### src/rtl/fetch_align_buffer_if.sv
// Fetch/decode handshake bundle for the fetch alignment buffer.
// master = the buffer itself, slave = fetch + decode environment.
interface fetch_align_buffer_if;
  logic        fetch_valid;
  logic        fetch_ready;
  logic [31:0] fetch_data;
  logic        flush;
  logic [31:0] flush_pc;
  logic        inst_valid;
  logic        decode_ready;
  logic [31:0] inst;
  logic [31:0] inst_pc;
  logic        inst_is_compressed;

  modport master (
    input  fetch_valid,
    input  fetch_data,
    input  flush,
    input  flush_pc,
    input  decode_ready,
    output fetch_ready,
    output inst_valid,
    output inst,
    output inst_pc,
    output inst_is_compressed
  );

  modport slave (
    output fetch_valid,
    output fetch_data,
    output flush,
    output flush_pc,
    output decode_ready,
    input  fetch_ready,
    input  inst_valid,
    input  inst,
    input  inst_pc,
    input  inst_is_compressed
  );
endinterface

### src/rtl/fetch_align_buffer.sv
// Halfword FIFO that re-aligns 32-bit fetch words into a mixed
// RVC / 32-bit instruction stream, one instruction per handshake.
module fetch_align_buffer #(
  parameter logic [31:0] RESET_PC = 32'h0000_0000,
  parameter int          BUF_HW   = 4
) (
  input logic                  clk,
  input logic                  reset,
  fetch_align_buffer_if.master bus
);

  logic [15:0] r_hw [BUF_HW];
  logic [2:0]  r_count;
  logic [31:0] r_head_pc;
  logic        r_drop_hw;

  logic        w_cmp;
  logic        w_valid;
  logic        w_accept;
  logic        w_consume;
  logic [2:0]  w_pop;
  logic [2:0]  w_push;
  logic [1:0]  w_wr;
  logic [15:0] w_shift  [BUF_HW];
  logic [15:0] w_hw_nxt [BUF_HW];

  // Encodings longer than 32 bits are handed to decode as 32-bit.
  assign w_cmp   = r_hw[0][1:0] != 2'b11;
  assign w_valid = w_cmp ? (r_count >= 3'd1)
                         : (r_count >= 3'd2);

  assign w_accept  = bus.fetch_valid & bus.fetch_ready;
  assign w_consume = w_valid & bus.decode_ready & ~bus.flush;

  assign w_pop  = w_consume ? (w_cmp ? 3'd1 : 3'd2) : 3'd0;
  assign w_push = w_accept ? (r_drop_hw ? 3'd1 : 3'd2) : 3'd0;

  // Push only happens with count <= 2, so the slot fits in 2 bits.
  assign w_wr = r_count[1:0] - w_pop[1:0];

  always_comb begin
    for (int i = 0; i < BUF_HW; i++) w_shift[i] = r_hw[i];
    unique case (1'b1)
      (w_pop == 3'd1): begin
        for (int i = 0; i < BUF_HW - 1; i++)
          w_shift[i] = r_hw[i+1];
      end
      (w_pop == 3'd2): begin
        for (int i = 0; i < BUF_HW - 2; i++)
          w_shift[i] = r_hw[i+2];
      end
      default: ;
    endcase
  end

  always_comb begin
    for (int i = 0; i < BUF_HW; i++) w_hw_nxt[i] = w_shift[i];
    if (w_accept) begin
      if (r_drop_hw) begin
        w_hw_nxt[w_wr] = bus.fetch_data[31:16];
      end else begin
        w_hw_nxt[w_wr]        = bus.fetch_data[15:0];
        w_hw_nxt[w_wr + 2'd1] = bus.fetch_data[31:16];
      end
    end
  end

  always_ff @(posedge clk) begin
    if (reset) begin
      for (int i = 0; i < BUF_HW; i++) r_hw[i] <= '0;
      r_count   <= '0;
      r_head_pc <= RESET_PC;
      r_drop_hw <= 1'b0;
    end else if (bus.flush) begin
      r_count   <= '0;
      r_head_pc <= bus.flush_pc;
      r_drop_hw <= bus.flush_pc[1];
    end else begin
      for (int i = 0; i < BUF_HW; i++) r_hw[i] <= w_hw_nxt[i];
      r_count   <= r_count - w_pop + w_push;
      r_head_pc <= r_head_pc + {28'd0, w_pop, 1'b0};
      if (w_accept) r_drop_hw <= 1'b0;
    end
  end

  assign bus.fetch_ready = (r_count <= 3'd2) & ~bus.flush;
  assign bus.inst_valid  = w_valid;
  assign bus.inst_pc     = r_head_pc;
  assign bus.inst        = w_cmp ? {16'h0000, r_hw[0]}
                                 : {r_hw[1], r_hw[0]};
  assign bus.inst_is_compressed = w_cmp & (r_count != 3'd0);

endmodule

### src/flat_wrapper.sv
// flat-port wrapper written by rule: the top's interface ports become plain ports
module fetch_align_buffer_flat 
#(
  parameter logic [31:0] RESET_PC = 32'h0000_0000,
  parameter int          BUF_HW   = 4
)
  (clk, reset, bus_fetch_valid, bus_fetch_data, bus_flush, bus_flush_pc, bus_decode_ready, bus_fetch_ready, bus_inst_valid, bus_inst, bus_inst_pc, bus_inst_is_compressed);
  fetch_align_buffer_if bus_i ();
  input logic clk;
  input logic reset;
  input wire logic [$bits(bus_i.fetch_valid)-1:0] bus_fetch_valid;
  input wire logic [$bits(bus_i.fetch_data)-1:0] bus_fetch_data;
  input wire logic [$bits(bus_i.flush)-1:0] bus_flush;
  input wire logic [$bits(bus_i.flush_pc)-1:0] bus_flush_pc;
  input wire logic [$bits(bus_i.decode_ready)-1:0] bus_decode_ready;
  output wire logic [$bits(bus_i.fetch_ready)-1:0] bus_fetch_ready;
  output wire logic [$bits(bus_i.inst_valid)-1:0] bus_inst_valid;
  output wire logic [$bits(bus_i.inst)-1:0] bus_inst;
  output wire logic [$bits(bus_i.inst_pc)-1:0] bus_inst_pc;
  output wire logic [$bits(bus_i.inst_is_compressed)-1:0] bus_inst_is_compressed;
  assign bus_i.fetch_valid = bus_fetch_valid;
  assign bus_i.fetch_data = bus_fetch_data;
  assign bus_i.flush = bus_flush;
  assign bus_i.flush_pc = bus_flush_pc;
  assign bus_i.decode_ready = bus_decode_ready;
  assign bus_fetch_ready = bus_i.fetch_ready;
  assign bus_inst_valid = bus_i.inst_valid;
  assign bus_inst = bus_i.inst;
  assign bus_inst_pc = bus_i.inst_pc;
  assign bus_inst_is_compressed = bus_i.inst_is_compressed;
  fetch_align_buffer #(.RESET_PC(RESET_PC), .BUF_HW(BUF_HW)) u_core (.clk(clk), .reset(reset), .bus(bus_i));
endmodule
### config.mk
export PLATFORM = sky130hd
export DESIGN_NAME = fetch_align_buffer_flat
export DESIGN_NICKNAME = d
export VERILOG_FILES = /design/src/rtl/fetch_align_buffer_if.sv /design/src/rtl/fetch_align_buffer.sv /design/src/flat_wrapper.sv
export SDC_FILE = /design/constraint.sdc
export NUM_CORES = 1
export LEC_CHECK = 0
export BUFFER_PORTS_ARGS = -buffer_cell sky130_fd_sc_hd__buf_2
export CAP_MARGIN = 40
export CORE_ASPECT_RATIO = 1.5
export CORE_MARGIN = 1
export CORE_UTILIZATION = 57
export DETAILED_ROUTE_END_ITERATION = 8
export GPL_TIMING_DRIVEN = 0
export PLACE_DENSITY = 0.81
export SETUP_SLACK_MARGIN = 0.5
export SYNTH_ARGS = -nofsm -noshare
export SYNTH_HDL_FRONTEND = slang
export SYNTH_SLANG_ARGS = --single-unit
### constraint.sdc
create_clock -name clk -period 3.9 [get_ports clk]
set_input_delay 0.39 -clock clk [delete_from_list [all_inputs] [get_ports clk]]
set_output_delay 0.39 -clock clk [all_outputs]
set_load 0.1 [all_outputs]
# Word-level counts from Yosys, hierarchy flattened

Memories as Yosys holds them, arrays and structs flattened.
Cells that the tools add are included.

Word-level logic and storage cells: 65
Bits in writable memories: 64
Memories: 1
Output and inout bits: 67
Bits in registers: 36
Bits of input ports: 69

Memory list:

| memory      | words | bits a word | rd ports | clocked after Yosys merged registers in | write ports | RTL line                 | text |
|---|---|---|---|---|---|---|---|
| u_core.r_hw | 4     | 16          | 4        | 0                                       | 4           | fetch_align_buffer.sv:12 | `logic [15:0] r_hw [BUF_HW];` |

Add/subtract/negate cells: 5
Eq/ne operators: 3
Magnitude comparators: 7
Bitwise operators: 12
Reductions and logical operators: 5
Multiplexer cells: 29

Operators with widths:

| kind                | number |
|---|---|
| $bwmux 64           | 3 |
| $mux 64             | 2 |
| $mux 16             | 7 |
| $demux 16 s2        | 2 |
| $mux 32             | 2 |
| $pmux 32 s2         | 1 |
| $add 32x4->32       | 1 |
| $mux 1              | 8 |
| $ge 3x3->1 const B  | 2 |
| $lt 3x1->1 const B  | 2 |
| $mux 3              | 2 |
| $not 2->3           | 2 |
| $and 1x1->1         | 5 |
| $mux 2              | 2 |
| $or 1x1->1          | 4 |
| $add 3x3->3         | 1 |
| $eq 3x1->1 const B  | 1 |
| $eq 3x2->1 const B  | 1 |
| $ge 3x1->1 const B  | 1 |
| $ge 3x2->1 const B  | 1 |
| $le 3x2->1 const B  | 1 |
| $reduce_bool 3->1   | 1 |
| $sub 3x3->3         | 1 |
| $add 2x1->2 const B | 1 |
| 6 further kinds     | 7 |

# Longest topological paths before layout

An unclocked memory read counts as a cell.

Depth after elaboration: 17
Mapped depth: 14
Depth with buffers taken out: 10

# Least setup slack after synthesis

No wires, ideal clock.

Kind: register to register
Start: memory u_core.r_hw[0][0]
End: memory u_core.r_hw[3][11] (data pin)
Buffers on the path: 4
Path slack: 75 ps
Library setup time: 266 ps
Arrival time: 3559 ps
Required time: 3634 ps
Stages on the path, launching flop included: 13
Period minus slack after synthesis: 3825 ps
Path through: edfxtp_1 -> clkbuf_1 -> a211oi_1 -> buf_2 -> clkbuf_1 -> ha_1 -> xnor2_2 -> a211oi_2 -> nor2_2 -> buf_6 -> mux2i_1 -> o32a_1 -> nor2_1

RTL lines:

| item               | RTL line |
|---|---|
| start: declaration | fetch_align_buffer.sv:12 |

==> results.sh <==
export IMPL_synth_seq_cells=100
export IMPL_drive_above_1_share_pct=24.66
export IMPL_timing_fmax_mhz=297.8
export IMPL_final_antenna_net_count=0
export IMPL_die_w_um=94.91
export IMPL_met1_usage_pct=49.08
export IMPL_post_route_min_period_ps=3358
export IMPL_critPathKind="reg -> reg"
export IMPL_p_clk_share_pct=28.4
export IMPL_post_synth_cell_area_avg_sq_um=8.533
export IMPL_grt_util_met2_pct=70.09
export IMPL_cts_max_level=3
export IMPL_gp_congestion=1.033
export IMPL_grtUsageMet3_pct=13.29
export IMPL_slew_headroom_pct=42.35
export IMPL_grt_start_max_net_pins=30
export IMPL_min_path_type="in -> reg"
export IMPL_hpwl_um=19680
export IMPL_synth_area_sq_um=7381
export IMPL_syn_nets=941
export IMPL_p_sw_share_pct=39.70
export IMPL_setup_ws_ps=542.3
export IMPL_crit_path_max_fanout=11
export IMPL_power_density_nw_per_um2=381.3
export IMPL_clk_pin_slew_ps=70
export IMPL_final_setup_viol_count=0
export IMPL_clockBufferDepth=2
export IMPL_grt_pass1_wl_um=43590
export IMPL_worstHoldPathCells=3
export IMPL_grt_overflow=0
export IMPL_synth_distinct_cells=67
export IMPL_fin_nets=1105
export IMPL_syn_inst=865
export IMPL_dr_pass1_iters=8
export IMPL_synth_ff_type="edfxtp_1"
export IMPL_dieArea_sq_um=13420
export IMPL_root_buffer="clkbuf_16"
export IMPL_startpoint_type="register"
export IMPL_tightest_slew_ps=864.8
export IMPL_vias_per_cell=6.805
export IMPL_p_comb_share_pct=32.7
export IMPL_syn2layout_area_growth_pct=21.33
export IMPL_drc=0
export IMPL_power_leakage_nw=3.744
export IMPL_diodes=0
export IMPL_p_int_w=0.002059
export IMPL_clock_sinks=100
export IMPL_synth_edff_count=64
export IMPL_antenna_found_initial=0
export IMPL_grt_busiest_layer="met2"
export IMPL_rsz0062_at_grt="no"
export IMPL_yosysWarnings=0
export IMPL_p_sw_w=0.001356
export IMPL_cts_buffers=9
export IMPL_grt_usage_pct=43.67
export IMPL_ys_seq_area_share_pct=35.80
export IMPL_drt_wirelength_per_cell_um=23.96
export IMPL_clock_skew_ps=12.24
export IMPL_crit_path_end_kind="register"
export IMPL_core_rowCount=50
export IMPL_num_vias=8098
export IMPL_crit_required_ps=4110
export IMPL_drt_wl_total_um=28510
export IMPL_finalCritPeriodShare_pct=86.09
export IMPL_drv_slew=0
export IMPL_dpl_worst_slack_ps=-216.2
export IMPL_insertion_delay_ps=370
export IMPL_start_util_pct=58.70
export IMPL_async_reset_ff_share_pct=0
export IMPL_boundaryPins=136
export IMPL_total_power_w=0.003415
export IMPL_reg2reg_depth=13
export IMPL_seqPwrFrac_pct=38.8
export IMPL_fill_cells=1043
export IMPL_dr_first_iter_drc_count=1210
export IMPL_core_area_sq_um=12570
export IMPL_drv_cap=0
export IMPL_outcome="finished, final reports clean"
export IMPL_tritoncts="yes"
export IMPL_mostFrequentLayoutCell="buf_2"
export IMPL_die_height_um=141.4
export IMPL_grt_pass1_vias=7869
export IMPL_finalHoldViolations=0
export IMPL_io_buffers=133
export IMPL_final_cell_mix="buf_2, nor2_1, nand2_1, edfxtp_1"
export IMPL_cp_data_arrival_time_ps=3570
export IMPL_peakVddDrop_v=0.0002357
-- stage by stage --
| stage | setup TNS, ps | cells | hold WS [ps] | area (sq um) | utilization [%] |
|---|---|---|---|---|---|
| after CTS | 0 | 1182 | 229.3 | 8836 | 70.27 |
| after global routing | 0 | 1190 | 234.9 | 8955 | 71.21 |
| after floorplan | 0 | 865 | 498.6 | 7515 | - |
| after global placement | -3002 | 1154 | 476.1 | 8376 | 66.61 |
| final | 0 | 1190 | 222.0 | 8955 | 71.21 |
| after detailed placement | -1670 | 1159 | 482.5 | 8432 | 67.05 |
-- what timing repair did --
| action | CTS | global route |
|---|---|---|
| hold buffers | 0 | 0 |
| setup buffers | 7 | 8 |
| pin swaps | 4 | 1 |
| setup endpoints to repair | 63 | 62 |
| resized for setup | 17 | 23 |
-- registers in the layout, indices dropped and copies added (netlist names) --
signal and cells:
u_core.r_hw 64, u_core.r_count 3, u_core.r_drop_hw 1, u_core.bus.inst_pc 32
-- per-layer routing --
layer	routed length, um	up-vias
li1	-	3577
met1	9576	3723
met2	13520	634
met3	3297	164
met4	2120	0
met5	0	-
-- worst max-delay path: stages (launching register included) --
cell and delay, ps:
edfxtp_1 430, clkbuf_8 200, a211oi_4 380, buf_6 200
clkbuf_8 220, ha_4 190, buf_6 180, clkinv_4 130
nor4_4 450, clkbuf_2 370, nand2_1 100, o211ai_1 90
o21ai_0 120, nand3_1 150
-- power groups by stage --
stage / clock network (W) / registers, W / logic, W
after floorplan: 0 / 0.00156 / 0.000535
after global placement: 0 / 0.00134 / 0.00103
after detailed placement: 0 / 0.00134 / 0.00105
after CTS: 0.000958 / 0.00132 / 0.00107
after global routing: 0.000999 / 0.00133 / 0.00117
final: 0.000970 / 0.00133 / 0.00112
-- layout make-up --
type	count	area, sq um	area share, %
Clock buffer	11	275.3	3.074
Buffer	69	392.9	4.387
Inverter	28	110.1	1.230
Multi-Input combinational cell	668	4468	49.90
Clock inverter	5	36.28	0.4052
Sequential cell	100	2643	29.51
Timing Repair Buffer	153	834.6	9.320
Tap cell	156	195.2	2.180
-- cell usage after synthesis (7+ instances only) --
cell      number  area share [%]
nor2b_1       17             1.4
inv_1         25             1.3
a211oi_1      17             1.7
o211ai_2       9             1.5
a31oi_1       14             1.2
edfxtp_1      64              26
nand3_1       44             3.0
o211ai_1      34             3.5
mux2i_1       41             5.6
or3_1          7            0.59
dfxtp_1       36             9.8
clkbuf_1      43             2.2
o21ai_1       13            0.88
nor3_1         9            0.61
xnor2_1       16             1.9
a21oi_1       28             1.9
buf_2         16             1.1
o21a_1         8            0.81
xor2_1        17             2.0
o21ai_0       44             3.0
o32a_1        12             1.6
nand4_1        8            0.68
a22oi_1       10             1.0
and3_1        22             1.9
nand2b_1      20             1.7
nor2_1        90             4.6
a222oi_1      30             4.1
nand2_1       91             4.6
-- cells by family after synthesis --
kind of cell	synth area share (%)
adder cells (fa/ha/maj)	1.492
AO/OA/AOI/OAI	24.78
buffers and inverters	5.730
XOR/XNOR	4.357
flip-flops	35.80
AND/OR/NAND/NOR	22.12
multiplexers	5.713
-- path summary, 6_finish.rpt --
check	startpoint	endpoint	slack, ps
worst min-delay path	bus_flush_pc[9]	u_core.bus.inst_pc[9]$_SDFF_PP0_	220
worst max register to register	u_core.r_hw[0][0]$_SDFFCE_PN0P_	u_core.r_hw[2][2]$_SDFFCE_PN0P_	540
worst min register to register	u_core.bus.inst_pc[0]$_SDFFE_PP0P_	u_core.bus.inst_pc[0]$_SDFFE_PP0P_	500
worst max-delay path	u_core.r_hw[0][0]$_SDFFCE_PN0P_	u_core.r_hw[2][2]$_SDFFCE_PN0P_	540
Power figures use the tool's default switching activity.
